[src/rtl/board_io_pkg.sv]
// Shared types and default constants for the DE10-Lite board input path.
package board_io_pkg;

    // Per-key debounce state
    typedef enum logic [1:0] {
        StReleased    = 2'd0,
        StPressPend   = 2'd1,
        StPressed     = 2'd2,
        StReleasePend = 2'd3
    } deb_state_e;

    // 10 ms of stable level at 50 MHz
    localparam int unsigned DEBOUNCE_10MS_50MHZ = 500000;
    // One run-mode step per second at 50 MHz
    localparam int unsigned RUN_1HZ_50MHZ       = 50000000;

    // Auto-repeat timing: 0.5 s hold before repeating, then 10 steps per second
    localparam int unsigned HOLD_CYCLES_DEFAULT   = 25000000;
    localparam int unsigned REPEAT_CYCLES_DEFAULT = 5000000;

    // Counter width for a 0..n-1 counter, never narrower than one bit
    function automatic int unsigned cnt_width(input int unsigned n);
        return (n > 1) ? $clog2(n) : 1;
    endfunction

endpackage

[src/rtl/key_debounce.sv]
// Debounces one synchronized, active-high key level into a clean level plus
// one-cycle press and release pulses.
module key_debounce
    import board_io_pkg::*;
#(
    parameter int unsigned DEBOUNCE_CYCLES = DEBOUNCE_10MS_50MHZ
) (
    input  logic clk,
    input  logic reset,
    input  logic key_in,
    output logic level,
    output logic press_pulse,
    output logic release_pulse
);

    localparam int unsigned      CNT_W    = cnt_width(DEBOUNCE_CYCLES);
    localparam logic [CNT_W-1:0] CNT_LAST = CNT_W'(DEBOUNCE_CYCLES - 1);

    deb_state_e       state_q, state_d;
    logic [CNT_W-1:0] cnt_q, cnt_d;
    logic             press_q, release_q;

    // State, stability counter and registered edge pulses
    always_ff @(posedge clk) begin
        if (reset) begin
            state_q   <= StReleased;
            cnt_q     <= '0;
            press_q   <= 1'b0;
            release_q <= 1'b0;
        end else begin
            state_q   <= state_d;
            cnt_q     <= cnt_d;
            press_q   <= (state_q == StPressPend) && (state_d == StPressed);
            release_q <= (state_q == StReleasePend) && (state_d == StReleased);
        end
    end

    // Next state: a level change must hold for DEBOUNCE_CYCLES samples in a
    // pending state; any reversion returns to the stable state silently
    always_comb begin
        state_d = state_q;
        cnt_d   = '0;
        unique case (state_q)
            StReleased: begin
                if (key_in) state_d = StPressPend;
            end
            StPressPend: begin
                if (!key_in) begin
                    state_d = StReleased;
                end else if (cnt_q == CNT_LAST) begin
                    state_d = StPressed;
                end else begin
                    cnt_d = cnt_q + 1'b1;
                end
            end
            StPressed: begin
                if (!key_in) state_d = StReleasePend;
            end
            StReleasePend: begin
                if (key_in) begin
                    state_d = StPressed;
                end else if (cnt_q == CNT_LAST) begin
                    state_d = StReleased;
                end else begin
                    cnt_d = cnt_q + 1'b1;
                end
            end
            default: state_d = StReleased;
        endcase
    end

    // Outputs: level is held through the release-pending window
    always_comb begin
        level         = (state_q == StPressed) || (state_q == StReleasePend);
        press_pulse   = press_q;
        release_pulse = release_q;
    end

endmodule

[src/rtl/board_input_ctrl.sv]
// Board-side input conditioner: synchronizes SW/KEY, debounces the keys and
// generates the CPU step enable (single-step on KEY[0] or free-run on SW[9]).
// KEY[1] press doubles as a CPU reset request and has priority over stepping.
// Optional: define BOARD_INPUT_AUTOREPEAT_EN for KEY[0] hold-to-repeat in
// step mode. NUM_KEYS must be at least 2.
module board_input_ctrl
    import board_io_pkg::*;
#(
    parameter int unsigned SYNC_STAGES     = 2,
    parameter int unsigned DEBOUNCE_CYCLES = DEBOUNCE_10MS_50MHZ,
    parameter int unsigned RUN_DIV         = RUN_1HZ_50MHZ,
    parameter int unsigned NUM_KEYS        = 2
) (
    input  logic                MAX10_CLK1_50,
    input  logic                reset,
    input  logic [NUM_KEYS-1:0] KEY,
    input  logic [9:0]          SW,
    output logic [9:0]          sw_sync,
    output logic [NUM_KEYS-1:0] key_level,
    output logic [NUM_KEYS-1:0] key_press,
    output logic [NUM_KEYS-1:0] key_release,
    output logic                run_mode,
    output logic                step_en,
    output logic                cpu_rst_req
);

    localparam int unsigned      DIV_W    = cnt_width(RUN_DIV);
    localparam logic [DIV_W-1:0] DIV_LAST = DIV_W'(RUN_DIV - 1);

    logic [NUM_KEYS-1:0] key_sync_q [SYNC_STAGES];
    logic [9:0]          sw_sync_q  [SYNC_STAGES];
    logic [NUM_KEYS-1:0] key_active;
    logic [NUM_KEYS-1:0] press_raw;
    logic [NUM_KEYS-1:0] release_raw;
    logic [DIV_W-1:0]    div_q, div_d;
    logic                run_prev_q;
    logic                repeat_pulse;

    // Synchronizer chains; keys idle high (released)
    always_ff @(posedge MAX10_CLK1_50) begin
        if (reset) begin
            for (int i = 0; i < int'(SYNC_STAGES); i++) begin
                key_sync_q[i] <= '1;
                sw_sync_q[i]  <= '0;
            end
        end else begin
            key_sync_q[0] <= KEY;
            sw_sync_q[0]  <= SW;
            for (int i = 1; i < int'(SYNC_STAGES); i++) begin
                key_sync_q[i] <= key_sync_q[i-1];
                sw_sync_q[i]  <= sw_sync_q[i-1];
            end
        end
    end

    // Keys are active-low at the pin
    always_comb begin
        key_active = ~key_sync_q[SYNC_STAGES-1];
        sw_sync    = sw_sync_q[SYNC_STAGES-1];
        run_mode   = sw_sync[9];
    end

    for (genvar k = 0; k < NUM_KEYS; k++) begin : g_key
        key_debounce #(
            .DEBOUNCE_CYCLES(DEBOUNCE_CYCLES)
        ) u_key_debounce (
            .clk          (MAX10_CLK1_50),
            .reset        (reset),
            .key_in       (key_active[k]),
            .level        (key_level[k]),
            .press_pulse  (press_raw[k]),
            .release_pulse(release_raw[k])
        );
    end

    // Pulses are suppressed in the reset cycle itself, before state clears
    always_comb begin
        key_press   = press_raw & {NUM_KEYS{~reset}};
        key_release = release_raw & {NUM_KEYS{~reset}};
        cpu_rst_req = press_raw[1] & ~reset;
    end

    // Run divider: held at 0 outside run mode and on the entry cycle, so the
    // first terminal count lands RUN_DIV cycles after run_mode rises
    always_ff @(posedge MAX10_CLK1_50) begin
        if (reset) begin
            div_q      <= '0;
            run_prev_q <= 1'b0;
        end else begin
            div_q      <= div_d;
            run_prev_q <= run_mode;
        end
    end

    // Divider next value; CPU reset request restarts the period
    always_comb begin
        div_d = '0;
        if (run_mode && run_prev_q && !cpu_rst_req) begin
            div_d = (div_q == DIV_LAST) ? '0 : div_q + 1'b1;
        end
    end

`ifdef BOARD_INPUT_AUTOREPEAT_EN
    localparam int unsigned      HOLD_CYCLES   = HOLD_CYCLES_DEFAULT;
    localparam int unsigned      REPEAT_CYCLES = REPEAT_CYCLES_DEFAULT;
    localparam int unsigned      HOLD_W        = cnt_width(HOLD_CYCLES);
    localparam int unsigned      REP_W         = cnt_width(REPEAT_CYCLES);
    localparam logic [HOLD_W-1:0] HOLD_LAST    = HOLD_W'(HOLD_CYCLES - 1);
    localparam logic [REP_W-1:0]  REP_LAST     = REP_W'(REPEAT_CYCLES - 1);

    logic [HOLD_W-1:0] hold_q, hold_d;
    logic [REP_W-1:0]  rep_q, rep_d;
    logic              repeating_q, repeating_d;

    // Hold/repeat counters for KEY[0]
    always_ff @(posedge MAX10_CLK1_50) begin
        if (reset) begin
            hold_q      <= '0;
            rep_q       <= '0;
            repeating_q <= 1'b0;
        end else begin
            hold_q      <= hold_d;
            rep_q       <= rep_d;
            repeating_q <= repeating_d;
        end
    end

    // Count the hold time, then emit a pulse each repeat period until release
    always_comb begin
        hold_d       = hold_q;
        rep_d        = rep_q;
        repeating_d  = repeating_q;
        repeat_pulse = 1'b0;
        if (!key_level[0] || run_mode || cpu_rst_req) begin
            hold_d      = '0;
            rep_d       = '0;
            repeating_d = 1'b0;
        end else if (!repeating_q) begin
            if (hold_q == HOLD_LAST) begin
                hold_d      = '0;
                repeating_d = 1'b1;
            end else begin
                hold_d = hold_q + 1'b1;
            end
        end else if (rep_q == REP_LAST) begin
            rep_d        = '0;
            repeat_pulse = 1'b1;
        end else begin
            rep_d = rep_q + 1'b1;
        end
    end
`else
    assign repeat_pulse = 1'b0;
`endif

    // Step enable: CPU reset request wins over both run and step sources
    always_comb begin
        step_en = 1'b0;
        if (!reset && !cpu_rst_req) begin
            if (run_mode) begin
                step_en = (div_q == DIV_LAST);
            end else begin
                step_en = press_raw[0] | repeat_pulse;
            end
        end
    end

endmodule

[config.mk]
export PLATFORM = sky130hd
export DESIGN_NAME = board_input_ctrl
export DESIGN_NICKNAME = d
export VERILOG_FILES = /design/src/rtl/board_io_pkg.sv /design/src/rtl/key_debounce.sv /design/src/rtl/board_input_ctrl.sv
export SDC_FILE = /design/constraint.sdc
export NUM_CORES = 1
export LEC_CHECK = 0
export ABC_AREA = 0
export BUFFER_PORTS_ARGS = -buffer_cell sky130_fd_sc_hd__buf_2
export CORE_MARGIN = 1
export CORE_UTILIZATION = 45
export DETAILED_ROUTE_END_ITERATION = 6
export GPL_ROUTABILITY_DRIVEN = 0
export PLACE_DENSITY_LB_ADDON = 0.08
export SYNTH_ARGS = -nofsm -noshare
export SYNTH_HDL_FRONTEND = slang
export SYNTH_SLANG_ARGS = --single-unit
[constraint.sdc]
create_clock -name MAX10_CLK1_50 -period 2.3 [get_ports MAX10_CLK1_50]
set_input_delay 0.23 -clock MAX10_CLK1_50 [delete_from_list [all_inputs] [get_ports MAX10_CLK1_50]]
set_output_delay 0.23 -clock MAX10_CLK1_50 [all_outputs]
set_load 0.02 [all_outputs]
### Yosys cells after proc, flatten, opt, wreduce, memory -nomap -nowiden

Memories as Yosys holds them, arrays and structs flattened.
Index checks and enable logic that the tools add are counted.

* output and inout port bits: 19
* bits of input ports: 14
* logic and storage cells: 83
* RAM bits: 24
* flip-flop bits (word level): 73
* memories kept: 2

* equal/unequal tests: 11
* reductions and logical operators: 16
* add/subtract/negate cells: 3
* muxes and demuxes: 31
* bitwise gates (word level): 10

Memory list
* sw_sync_q: depth 2, width 10, rd ports 2, clocked after Yosys merged registers in 0, write ports 2, RTL line board_input_ctrl.sv:31 `logic [9:0] sw_sync_q [SYNC_STAGES];`
* key_sync_q: depth 2, width 2, rd ports 2, clocked after Yosys merged registers in 0, write ports 2, RTL line board_input_ctrl.sv:30 `logic [NUM_KEYS-1:0] key_sync_q [SYNC_STAGES];`

Operators by type and width (count)
* $mux 19: 6
* $pmux 19 s2: 2
* $add 19x1->19 const B: 2
* $eq 19x19->1 const B: 2
* $mux 2: 14
* $add 26x1->26 const B: 1
* $eq 26x26->1 const B: 1
* $mux 10: 2
* $pmux 2 s4: 2
* $eq 2x2->1 const B: 6
* $logic_not 2->1: 4
* $logic_and 1x1->1: 7
* $mux 1: 5
* $and 2x2->2: 2
* $eq 2x1->1 const B: 2
* $or 1x1->1: 4
* $reduce_or 3->1: 1
* $logic_not 1->1: 2
* $logic_or 1x1->1: 2
* $not 1->1: 2
* $not 2->2: 1
* $and 1x1->1: 1

### Depth between registers and ports, before layout

* word-level depth: 6
* gate-level depth with buffers: 7
* depth with buffers taken out: 5

### Modules after synthesis

Synthesis repeated with hierarchy kept, for this count alone.

* cells, all modules: 452
* area, all modules: 4117.7 µm²

Modules (own cells, without submodules)
* key_debounce: sequential area each 460.4 µm², area an instance 1043.5 µm², cells each 117, instances 2
* board_input_ctrl: sequential area each 1021.0 µm², area an instance 2030.7 µm², cells each 218, instances 1

### Worst setup path before layout

Ideal clock, no wire load.

* path kind: register to output
* from: register div_q[0]
* to: output step_en
* slack: 0.222 ns
* stages on the path, launching flop included: 6
* path buffers: 0
* required time: 2.070 ns
* arrival time: 1.848 ns
* cells stage by stage: dfxtp_1 -> ha_1 -> and4_1 -> nand3_1 -> or3_1 -> a211oi_1

* cells in the longest elaborated chain, start to end: 3

RTL lines
* start: declaration: RTL line board_input_ctrl.sv:35 `logic [DIV_W-1:0] div_q, div_d;`
* start signal: assignment: RTL line board_input_ctrl.sv:90 `div_q <= div_d;`
* $eq 26x26->1: RTL line board_input_ctrl.sv:161 `step_en = (div_q == DIV_LAST);`
* $mux 1: RTL line board_input_ctrl.sv:160 `if (run_mode) begin`
* $mux 1: RTL line board_input_ctrl.sv:159 `if (!reset && !cpu_rst_req) begin`
* end: declaration: RTL line board_input_ctrl.sv:23 `output logic step_en,`

No other way between the ends.

### Final worst setup path

* from: register div_q[25]
* to: output step_en

Same word-level chain as after synthesis.

==> results by group <==
Clock tree
  – CTS tree: done
  – Clock buffer depth: 2
  – Clk_lat worst skew: 0.35 ns
  – TritonCTS Buffers: 9
  – CTS Sinks: 97
  – Clock transition at path regs: 0.10 ns
  – H-tree level count: 3
  – Root Driver: clkbuf_8

Critical path
  – RR Startpoint: g_key[0].u_key_debounce.cnt_q[0]
  – Crit path launch type: flop
  – CP startpoint: div_q[25]
  – Critical path class: flop to output pin
  – Crit. End Element: output pin
  – CP cell instances: nor4bb_2 > nand3_2 > or3_4 > a211oi_2 > buf_4
  – CP Data Required Time: 2.07 ns
  – CP max stage cell: or3_4
  – Critical Path Fanout Max: 3
  – CP max stage delay: 0.42 ns
  – Worst EP arrival: 1.98 ns

GRT
  – Met1 usage in global routing: 20.07%
  – M2 GR Usage: 27.84%
  – First-pass GRT wire length: 12560 um
  – Total congestion overflow: 0
  – Met3 Track Usage GR: 3.757%
  – Largest net degree at the start of global routing: 30
  – Total GRT Usage: 16.19%
  – GRT busiest layer: met2
  – Initial antenna violation count: 0
  – Vias in the first global route: 2788

Yosys
  – Yosys reg bits: 97
  – Mapped Nets: 457
  – Post-Syn Instances: 440
  – Synth cell types: 41
  – Avg Cell Area, Syn: 9.196 um^2
  – Post-Synthesis Cell Area: 0.004046 mm^2
  – Cell taking the most area after synthesis: dfxtp_1
  – Synth top area share: 47.99%
  – Sequential area share after synthesis: 47.99%
  – Area contributors post-synth: dfxtp_1, nor2_1, xnor2_1
  – Synth warn: 0

Route
  – Initial DRC Count: 60
  – DR WL/cell: 12.49 um
  – DR vias: 3012
  – DR vias/cell: 5.229
  – Drt total wl: 7192 um
  – Antenna Violating Nets Remaining: 0
  – Drc violations: 0
  – Pre-Repair DR Iteration Count: 4

Power
  – Leak Pwr: 1.448 nW
  – Worst ir drop on vdd: 0.4071 mV
  – Pwr/cell area: 642.4 mW/mm^2

Placed design
  – Final HPWL DP: 5007 um
  – PortBufs: 32
  – Placed insts: 559

Floorplan
  – Core area: 0.008721 mm^2
  – Num rows: 34
  – Die footprint: 0.009375 mm^2
  – Initial Util: 46.40%
  – Die X: 96.83 um
  – Die Ht: 96.83 um
  – I/O pin cnt: 33

Layout
  – Most frequent cells in the layout: dfxtp_1, nor2_1, buf_2
  – Commonest non-fill, non-tap cell in the layout: dfxtp_1
  – Area occupied by multi-input gates: 0.001961 mm^2
  – Layout cells sized above 1: 18.59%
  – Sequential Area: 0.001957 mm^2
  – Fin cells: 576
  – # fillers: 855
  – Area Growth Syn to Fin: 11.69%
  – NumNets Final: 480
  – Antenna cells: 0

STA
  – Slew margin rel.: 58.05%
  – Worst Clk Skew: 0.007000 ns
  – Final hold violations: 0
  – Final Cycle Share: 96.25%
  – RSZ-0062 raised after global routing: no
  – Final Max Tran Viols: 0
  – Fmax: 451.7 MHz
  – Slew @ Worst Pin: 0.6235 ns
  – Fin crit period: 2.214 ns
  – Setup_tns: 0 ns
  – # setup viols final: 0

Min path
  – Worst hold path startpoint: KEY[0]
  – Hold crit path type: input pin to flop

Run status
  – Status: complete, no violations

Job
  – Max-cap viol count: 0
-- logic make-up after synthesis --
kind of cell	Yosys count	share of synthesized area [%]
compound gates	41	6.277
xor+xnor	42	9.091
fa+ha+maj	3	0.9277
buf+inv	37	5.164
flops	97	47.99
mux	1	0.2783
simple gates	219	30.27
-- state kept, by name, summed over array words and instances, names as in the netlist --
name and count:
run_prev_q 1, g_key.u_key_debounce.state_q 4, sw_sync_q 20, key_sync_q 4, g_key.u_key_debounce.cnt_q 38, g_key.u_key_debounce.release_pulse 2, div_q 26, g_key.u_key_debounce.press_pulse 2
-- path summary, 6_finish.rpt --
path,endpoint,slack (ns),depth (start not counted)
worst max-delay path,step_en,0.09,5
worst min-delay path,key_sync_q[0][0],0.07,2
worst min register to register,key_sync_q[0][2],0.42,1
worst max register to register,g_key[0].u_key_debounce.cnt_q[10],0.29,6
-- final cells by class --
type	count	share of cell area [%]
Clock inverter	7	1.910
Timing Repair Buffer	40	4.928
Tap cell	108	2.990
Clock buffer	9	2.741
Sequential cell	97	43.30
Inverter	9	0.7475
Multi-Input combinational cell	306	43.38
-- power by group --
| group | switching (mW) | internal (mW) | total (mW) |
|---|---|---|---|
| clock network | 0.617 | 0.525 | 1.14 |
| logic | 0.0314 | 0.0275 | 0.0589 |
| registers | 0.00652 | 1.70 | 1.70 |
-- worst max-delay path, delay by kind of cell, from the launching register on --
family	cells	cell delay [ns]
buffers and inverters	1	0.17
DFF	1	0.37
and+or+nand+nor	3	0.88
AOI/OAI and AO/OA	1	0.22
-- per-layer routing --
metal / routed length, um / vias to the layer above
met5: 0 / -
met4: 95 / 0
met3: 171 / 8
met2: 3377 / 29
met1: 3547 / 1401
li1: - / 1574
-- cells in the mapped netlist, drive strengths merged --
cell type,n
or4,11
nor2,52
or2,6
xor2,21
inv,9
nor3b,2
nand4b,2
buf,19
a31o,1
and3b,1
dfxtp,97
or3,12
nor4b,1
and3,4
nand2b,2
clkbuf,9
ha,3
mux2,1
nand4,19
a21oi,19
nor4,12
and4,7
o31ai,7
a211oi,1
nor4bb,3
and2,3
nor2b,26
nand2,24
xnor2,21
o21ai,11
a21bo,1
nand3,23
nor3,9
o211ai,1
-- what timing repair did --
| item | in CTS | in global routing |
|---|---|---|
| hold buffers | 0 | 0 |
| setup endpoints to repair | 1 | 1 |
| resized for setup | 8 | 12 |
| setup buffers | 0 | 1 |
| pin swaps | 3 | 2 |
-- per-stage QoR --
stage / utilization, % / worst slack (ns) / power [mW] / area, um^2 / hold WS (ns)
global route: 51.82 / 0.0004043 / 3.031 / 4519 / 0.04462
global placement: 48.44 / 0.2579 / 1.803 / 4224 / 0.3932
finish: 51.82 / 0.08618 / 2.903 / 4519 / 0.06553
CTS: 51.13 / 0.0005276 / 2.964 / 4459 / 0.04536
floorplan: - / 0.2221 / 1.789 / 4046 / 0.3205
detailed placement: 48.44 / 0.2071 / 1.804 / 4224 / 0.3923
No activity file was read; power rests on OpenSTA's default activity.
